### src/rtl/mhd_pkg.sv
// Shared constants, state encodings and helpers for the MHD error injector.
package mhd_pkg;

  typedef logic [1:0] state_t;

  localparam state_t S_IDLE = 2'd0;
  localparam state_t S_PICK = 2'd1;
  localparam state_t S_DONE = 2'd2;

  localparam logic [15:0] LFSR_TAPS = 16'hB400;

  localparam int WIDTH_DEF = 18;
  localparam int MHD_DEF   = 6;
  localparam int PW_DEF    = $clog2(WIDTH_DEF);
  localparam int KW_DEF    = $clog2(MHD_DEF + 1) + 1;

  function automatic int sat_k(int k, int mhd);
    return (k > mhd) ? mhd : k;
  endfunction

endpackage

### src/rtl/mhd_lfsr.sv
// Right-shifting Galois LFSR; free-running, reloadable from a seed.
module mhd_lfsr
  import mhd_pkg::*;
#(
  parameter int                 LFSR_W = 16,
  parameter logic [LFSR_W-1:0]  SEED   = 16'hACE1,
  parameter logic [LFSR_W-1:0]  TAPS   = LFSR_TAPS
) (
  input  logic              clk,
  input  logic              rst_n,
  input  logic              load,
  input  logic [LFSR_W-1:0] load_val,
  output logic [LFSR_W-1:0] state
);

  logic [LFSR_W-1:0] state_q;
  logic [LFSR_W-1:0] state_d;

  always_comb begin
    state_d = {1'b0, state_q[LFSR_W-1:1]};
    if (state_q[0]) begin
      state_d = state_d ^ TAPS;
    end
    // A zero seed would lock the register up, so it maps to SEED.
    if (load) begin
      state_d = (load_val == '0) ? SEED : load_val;
    end
  end

  always_ff @(posedge clk) begin
    if (!rst_n) begin
      state_q <= SEED;
    end else begin
      state_q <= state_d;
    end
  end

  assign state = state_q;

endmodule

### src/rtl/mhd_err_inject.sv
// Flips exactly min(in_k, MHD) distinct bits of a golden word;
// positions come from the LFSR with linear probing on collisions.
module mhd_err_inject
  import mhd_pkg::*;
#(
  parameter int                 WIDTH  = 18,
  parameter int                 MHD    = 6,
  parameter int                 LFSR_W = 16,
  parameter logic [LFSR_W-1:0]  SEED   = 16'hACE1
) (
  input  logic                       clk,
  input  logic                       rst_n,
  input  logic                       in_valid,
  output logic                       in_ready,
  input  logic [WIDTH-1:0]           in_data,
  input  logic [$clog2(MHD+1):0]     in_k,
  input  logic                       seed_load,
  input  logic [LFSR_W-1:0]          seed_value,
  output logic                       out_valid,
  input  logic                       out_ready,
  output logic [WIDTH-1:0]           out_data,
  output logic [WIDTH-1:0]           out_mask,
  output logic [$clog2(MHD+1)-1:0]   out_weight
);

  localparam int PW = $clog2(WIDTH);
  localparam int WW = $clog2(MHD + 1);

  state_t           state_q, state_d;
  logic [WIDTH-1:0] data_q, data_d;
  logic [WIDTH-1:0] mask_q, mask_d;
  logic [WW-1:0]    k_q, k_d;
  logic [WW-1:0]    cnt_q, cnt_d;
  logic [PW-1:0]    pos_q, pos_d;
  logic [WIDTH-1:0] out_data_q, out_data_d;
  logic [WIDTH-1:0] out_mask_q, out_mask_d;
  logic [WW-1:0]    out_weight_q, out_weight_d;

  logic [LFSR_W-1:0] lfsr;
  logic              seed_ld;
  logic [PW-1:0]     c;
  logic [PW-1:0]     cand;
  logic [WW-1:0]     k_sat;
  logic              unused_lfsr_hi;

  assign seed_ld = seed_load && (state_q == S_IDLE);

  mhd_lfsr #(
    .LFSR_W (LFSR_W),
    .SEED   (SEED)
  ) u_lfsr (
    .clk      (clk),
    .rst_n    (rst_n),
    .load     (seed_ld),
    .load_val (seed_value),
    .state    (lfsr)
  );

  assign unused_lfsr_hi = ^lfsr[LFSR_W-1:PW];

  assign c     = lfsr[PW-1:0];
  assign cand  = ({1'b0, c} >= (PW+1)'(WIDTH)) ? c - PW'(WIDTH) : c;
  assign k_sat = WW'(sat_k(int'(in_k), MHD));

  always_comb begin
    state_d      = state_q;
    data_d       = data_q;
    mask_d       = mask_q;
    k_d          = k_q;
    cnt_d        = cnt_q;
    pos_d        = pos_q;
    out_data_d   = out_data_q;
    out_mask_d   = out_mask_q;
    out_weight_d = out_weight_q;

    unique case (1'b1)
      state_q == S_IDLE: begin
        if (in_valid && !seed_load) begin
          data_d  = in_data;
          k_d     = k_sat;
          mask_d  = '0;
          cnt_d   = '0;
          pos_d   = cand;
          state_d = (k_sat == '0) ? S_DONE : S_PICK;
        end
      end
      state_q == S_PICK: begin
        if (!mask_q[pos_q]) begin
          mask_d[pos_q] = 1'b1;
          cnt_d         = cnt_q + WW'(1);
          pos_d         = cand;
          if (cnt_q + WW'(1) == k_q) begin
            state_d = S_DONE;
          end
        end else begin
          pos_d = (pos_q == PW'(WIDTH - 1)) ? '0 : pos_q + PW'(1);
        end
      end
      state_q == S_DONE: begin
        if (out_ready) begin
          state_d = S_IDLE;
        end
      end
      default: state_d = S_IDLE;
    endcase

    // Outputs are captured once on entry to DONE and held there.
    if (state_d == S_DONE && state_q != S_DONE) begin
      out_data_d   = data_d ^ mask_d;
      out_mask_d   = mask_d;
      out_weight_d = cnt_d;
    end
  end

  always_ff @(posedge clk) begin
    if (!rst_n) begin
      state_q      <= S_IDLE;
      data_q       <= '0;
      mask_q       <= '0;
      k_q          <= '0;
      cnt_q        <= '0;
      pos_q        <= '0;
      out_data_q   <= '0;
      out_mask_q   <= '0;
      out_weight_q <= '0;
    end else begin
      state_q      <= state_d;
      data_q       <= data_d;
      mask_q       <= mask_d;
      k_q          <= k_d;
      cnt_q        <= cnt_d;
      pos_q        <= pos_d;
      out_data_q   <= out_data_d;
      out_mask_q   <= out_mask_d;
      out_weight_q <= out_weight_d;
    end
  end

  assign in_ready   = (state_q == S_IDLE);
  assign out_valid  = (state_q == S_DONE);
  assign out_data   = out_data_q;
  assign out_mask   = out_mask_q;
  assign out_weight = out_weight_q;

endmodule
### config.mk
export PLATFORM = sky130hd
export DESIGN_NAME = mhd_err_inject
export DESIGN_NICKNAME = d
export VERILOG_FILES = /design/src/rtl/mhd_pkg.sv /design/src/rtl/mhd_lfsr.sv /design/src/rtl/mhd_err_inject.sv
export SDC_FILE = /design/constraint.sdc
export NUM_CORES = 1
export LEC_CHECK = 0
export ABC_AREA = 1
export CORE_MARGIN = 4
export CORE_UTILIZATION = 25
export CTS_BUF_LIST = sky130_fd_sc_hd__clkbuf_8
export DETAILED_ROUTE_END_ITERATION = 8
export DONT_BUFFER_PORTS = 1
export HOLD_SLACK_MARGIN = 0.12
export PLACE_DENSITY = 0.51
export SYNTH_ARGS = -nofsm -noshare
export SYNTH_HDL_FRONTEND = slang
export SYNTH_SLANG_ARGS = --single-unit
export TNS_END_PERCENT = 50
### constraint.sdc
create_clock -name clk -period 1.9 [get_ports clk]
set_clock_uncertainty 0.15 [all_clocks]
set_input_delay 0.19 -clock clk [delete_from_list [all_inputs] [get_ports clk]]
set_output_delay 0.19 -clock clk [all_outputs]
set_load 0.01 [all_outputs]
==> impl_metrics.env <==
export IMPL_timing_reg2reg_setup_slack_ns=-0.18
export IMPL_critical_path_n_buffers_inverters=4
export IMPL_placed_area_um2=5600
export IMPL_path_clk_slew_ns=0.10
export IMPL_regToRegStartpoint="pos_q[0]"
export IMPL_setup_total_negative_slack_ns=-5.568
export IMPL_floorplan_core_area_um2=19400
export IMPL_hold_viol=61
export IMPL_leakage_nw=2.947
export IMPL_wl_met2_mm=6.755
export IMPL_timing_critical_path_slowest_cell_delay_ns=0.39
export IMPL_placed_cells=1002
export IMPL_worst_setup_path_startpoint="pos_q[0]"
export IMPL_yosys_most_used_dff="sky130_fd_sc_hd__dfxtp_1"
export IMPL_die_width_um=148.4
export IMPL_grt_overflow=0
export IMPL_via_per_inst=4.359
export IMPL_worst_slew_pin_transition_ns=0.4307
export IMPL_multi_input_comb_area_um2=2809
export IMPL_drt_iter0_drc=231
export IMPL_gpl_final_weighted_congestion=0.8136
export IMPL_failing_checks="negative hold slack, negative setup slack"
export IMPL_critPathTopFamily="simple AND/OR/NAND/NOR gates"
export IMPL_cp_data_arrival_time_ns=2.25
export IMPL_place_hpwl_mm=9.848
export IMPL_count_of_final_setup_violators=49
export IMPL_maxSlewHeadroom_pct=71.02
export IMPL_timing_hold_worst_start="rst_n"
export IMPL_cts_htree_levels=3
export IMPL_met3_length_um=532
export IMPL_start_kind="flip-flop"
export IMPL_timing_setup_critical_path_class="reg2reg"
export IMPL_register_area_um2=2093
export IMPL_vdd_drop_max_v=0.0002992
export IMPL_drcViolationCount=0
export IMPL_worst_r2r_endpoint="out_data[3]"
export IMPL_syn_cell_area_um2=4926
export IMPL_non_filler_instances=1071
export IMPL_vias=4669
export IMPL_drive_above_1_share_pct=27.42
export IMPL_hold_worst_slack_ns=-0.2793
export IMPL_worst_path_max_delay_cell="sky130_fd_sc_hd__dfxtp_4"
export IMPL_drt_antenna_violating_nets=0
export IMPL_average_instance_area_after_synthesis_um2=6.909
export IMPL_worst_r2r_cell_count=15
export IMPL_run_status="complete, but fails checks"
export IMPL_clock_latency_on_the_worst_skew_pair_ns=0.39
export IMPL_design_die_area_um2=22010
export IMPL_rsz0062_at_grt="true"
export IMPL_finalNetCount=851
export IMPL_fraction_of_the_yosys_area_taken_by_sequential_cells_pct=42.27
export IMPL_grt_first_pass_wirelength_mm=23.54
export IMPL_design_portCount=84
export IMPL_post_route_period_util_pct=109.4
export IMPL_timing_critical_path_fanout_max=6
export IMPL_clk_path_buf_depth=2
export IMPL_dr_max_layer_used="met4"
export IMPL_place_port_buffers=0
export IMPL_dr_pass1_iters=4
export IMPL_min_delay_path_depth=1
export IMPL_post_route_min_period_ns=2.079
export IMPL_utilization_pct=35.40
export IMPL_grt_max_degree=63
export IMPL_power_density_cell_area_nw_per_um2=692.3
export IMPL_num_rows=51
export IMPL_clkSinkCount=104
export IMPL_worst_endpoint_required_ns=2.07
export IMPL_design_area_um2=6867
export IMPL_synth_nets=762
export IMPL_postSynthRegisterBits=104
export IMPL_drv_slew=0
export IMPL_postLayoutSetupSlackWorst_ns=-0.1786
export IMPL_effective_utilization_at_floorplan_pct=25.39
export IMPL_max_clock_freq_ghz=0.4811
export IMPL_synth_enable_flop_cells=0
export IMPL_holdCritPathClass="in2reg"
export IMPL_crit_chain="buf_6 > buf_6 > nand2_2 > nand2_2 > nand2_2 > nor2_4 > a21oi_4 > buf_6 > nand3_4 > o21ai_4 > buf_6 > nand2_2 > nand2_1 > nor2_1 > nor2_1"
export IMPL_ys_async_sr_fraction_pct=0
export IMPL_nFillCells=2085
export IMPL_hold_path_endpoint="u_lfsr.state[6]"
export IMPL_routedLengthMet1_mm=7.096
export IMPL_cts_tree="done"
export IMPL_clock_tree_root_cell="sky130_fd_sc_hd__clkbuf_8"
export IMPL_cells_after_synthesis=713
export IMPL_cap_violations=0
export IMPL_wl_per_cell_um=13.62
export IMPL_number_of_global_route_vias_before_repair=4617
export IMPL_antenna_fix_cells=0
export IMPL_aggregate_global_route_resource_usage_pct=13.44
export IMPL_synth_lib_cells_used_distinct=36
export IMPL_worst_setup_path_end_kind="flip-flop"
export IMPL_aggregate_routed_wire_length_mm=14.58
export IMPL_die_height_um=148.4
export IMPL_area_growth_syn_to_layout_pct=39.40
export IMPL_ys_warnings_count=0
export IMPL_number_of_antenna_violations_at_the_first_check_in_global_routing=0
export IMPL_tritoncts_num_buffers=9
## cells by family after synthesis
group	after synthesis	synth area share (%)
and+or+nand+nor	343	29.77
AOI/OAI and AO/OA	141	15.60
buffers and inverters	111	9.423
DFF	104	42.27
xor gates and xnor gates	8	1.422
adders and majority gates	6	1.524
## layer usage
layer	vias up	global-route usage, %
met4	0	4.434
met1	2142	17.95
met2	62	21.88
met5	-	0
li1	2454	-
met3	11	2.651
## metrics by stage
stage / total power [mW] / setup WS (ns)
floorplan: 2.879 / 0.01850
global placement: 3.098 / -0.1803
detailed placement: 3.100 / -0.2059
CTS: 4.762 / -0.1300
global route: 5.009 / -0.3118
finish: 4.754 / -0.1786
## registers in the layout, indices dropped and copies added (netlist names)
signal        flops
cnt_q             3
data_q           18
k_q               3
mask_q           18
out_data         18
out_mask         18
out_weight        3
pos_q             5
state_q           2
u_lfsr.state     16
## placed cells by master, fill, tap and decap left out, drive strengths merged
| master | n |
|---|---|
| nand3 | 37 |
| xnor2 | 4 |
| o22ai | 6 |
| o211ai | 3 |
| clkbuf | 10 |
| clkinv | 2 |
| nor4 | 2 |
| dfxtp | 104 |
| nor3 | 9 |
| a31oi | 3 |
| a21oi | 49 |
| xor2 | 4 |
| ha | 6 |
| and3 | 1 |
| nand2 | 142 |
| o21ai | 76 |
| bufinv | 1 |
| nor2 | 129 |
| o21bai | 1 |
| dlygate4sd3 | 31 |
| inv | 83 |
| nand4 | 2 |
| a211oi | 2 |
| or2 | 20 |
| a21o | 1 |
| buf | 77 |
| and2 | 1 |
## power by group
group	leakage [nW]	internal, mW	switching [mW]	total (mW)
registers	0.852	2.28	0.0766	2.36
logic	1.99	0.418	0.513	0.931
clock network	0.106	0.653	0.810	1.46
## worst max-delay path by stage
stage,to,slack [ns],depth (start not counted)
2_1_floorplan,out_data[10],0.02,9
3_3_place_gp,out_data[0],-0.18,13
3_5_place_dp,out_data[2],-0.21,13
4_1_cts,out_data[17],-0.13,16
5_1_grt,out_data[3],-0.31,15
6_report,out_data[3],-0.18,15
## cells in the mapped netlist, types with 2 or more instances
cell type,count,area share (%)
sky130_fd_sc_hd__a211oi_1,2,0.30
sky130_fd_sc_hd__a21oi_1,46,4.7
sky130_fd_sc_hd__a21oi_4,3,0.99
sky130_fd_sc_hd__a31oi_1,3,0.38
sky130_fd_sc_hd__buf_2,8,0.81
sky130_fd_sc_hd__buf_6,5,1.1
sky130_fd_sc_hd__clkbuf_1,18,1.4
sky130_fd_sc_hd__dfxtp_1,104,42
sky130_fd_sc_hd__ha_1,6,1.5
sky130_fd_sc_hd__inv_1,73,5.6
sky130_fd_sc_hd__inv_2,6,0.46
sky130_fd_sc_hd__nand2_1,138,11
sky130_fd_sc_hd__nand2_2,4,0.51
sky130_fd_sc_hd__nand3_1,35,3.6
sky130_fd_sc_hd__nand3_2,2,0.41
sky130_fd_sc_hd__nor2_1,126,9.6
sky130_fd_sc_hd__nor2_2,2,0.25
sky130_fd_sc_hd__nor3_1,9,0.91
sky130_fd_sc_hd__nor4_1,2,0.25
sky130_fd_sc_hd__o211ai_1,3,0.46
sky130_fd_sc_hd__o21ai_0,42,4.3
sky130_fd_sc_hd__o21ai_1,34,3.5
sky130_fd_sc_hd__o22ai_1,6,0.76
sky130_fd_sc_hd__or2_0,10,1.3
sky130_fd_sc_hd__or2_2,9,1.1
sky130_fd_sc_hd__xnor2_1,4,0.71
sky130_fd_sc_hd__xor2_1,4,0.71
## cell type report
cell class | instances | share of cell area, %
Multi-Input combinational cell | 498 | 40.91
Sequential cell | 104 | 30.48
Timing Repair Buffer | 108 | 16.07
Tap cell | 265 | 4.829
Inverter | 80 | 4.628
Clock buffer | 10 | 2.004
Clock inverter | 5 | 0.9111
Timing Repair inverter | 1 | 0.1640
## repair_timing
action                                  CTS  global route
resized for setup                        88            67
cloned                                    4             0
endpoints found under the hold margin   104            61
buffers inserted                         16             4
pin swaps                                19            19
endpoints found under the setup margin   49            71
hold buffers                             30             1
No activity file was read; power rests on OpenSTA's default activity.
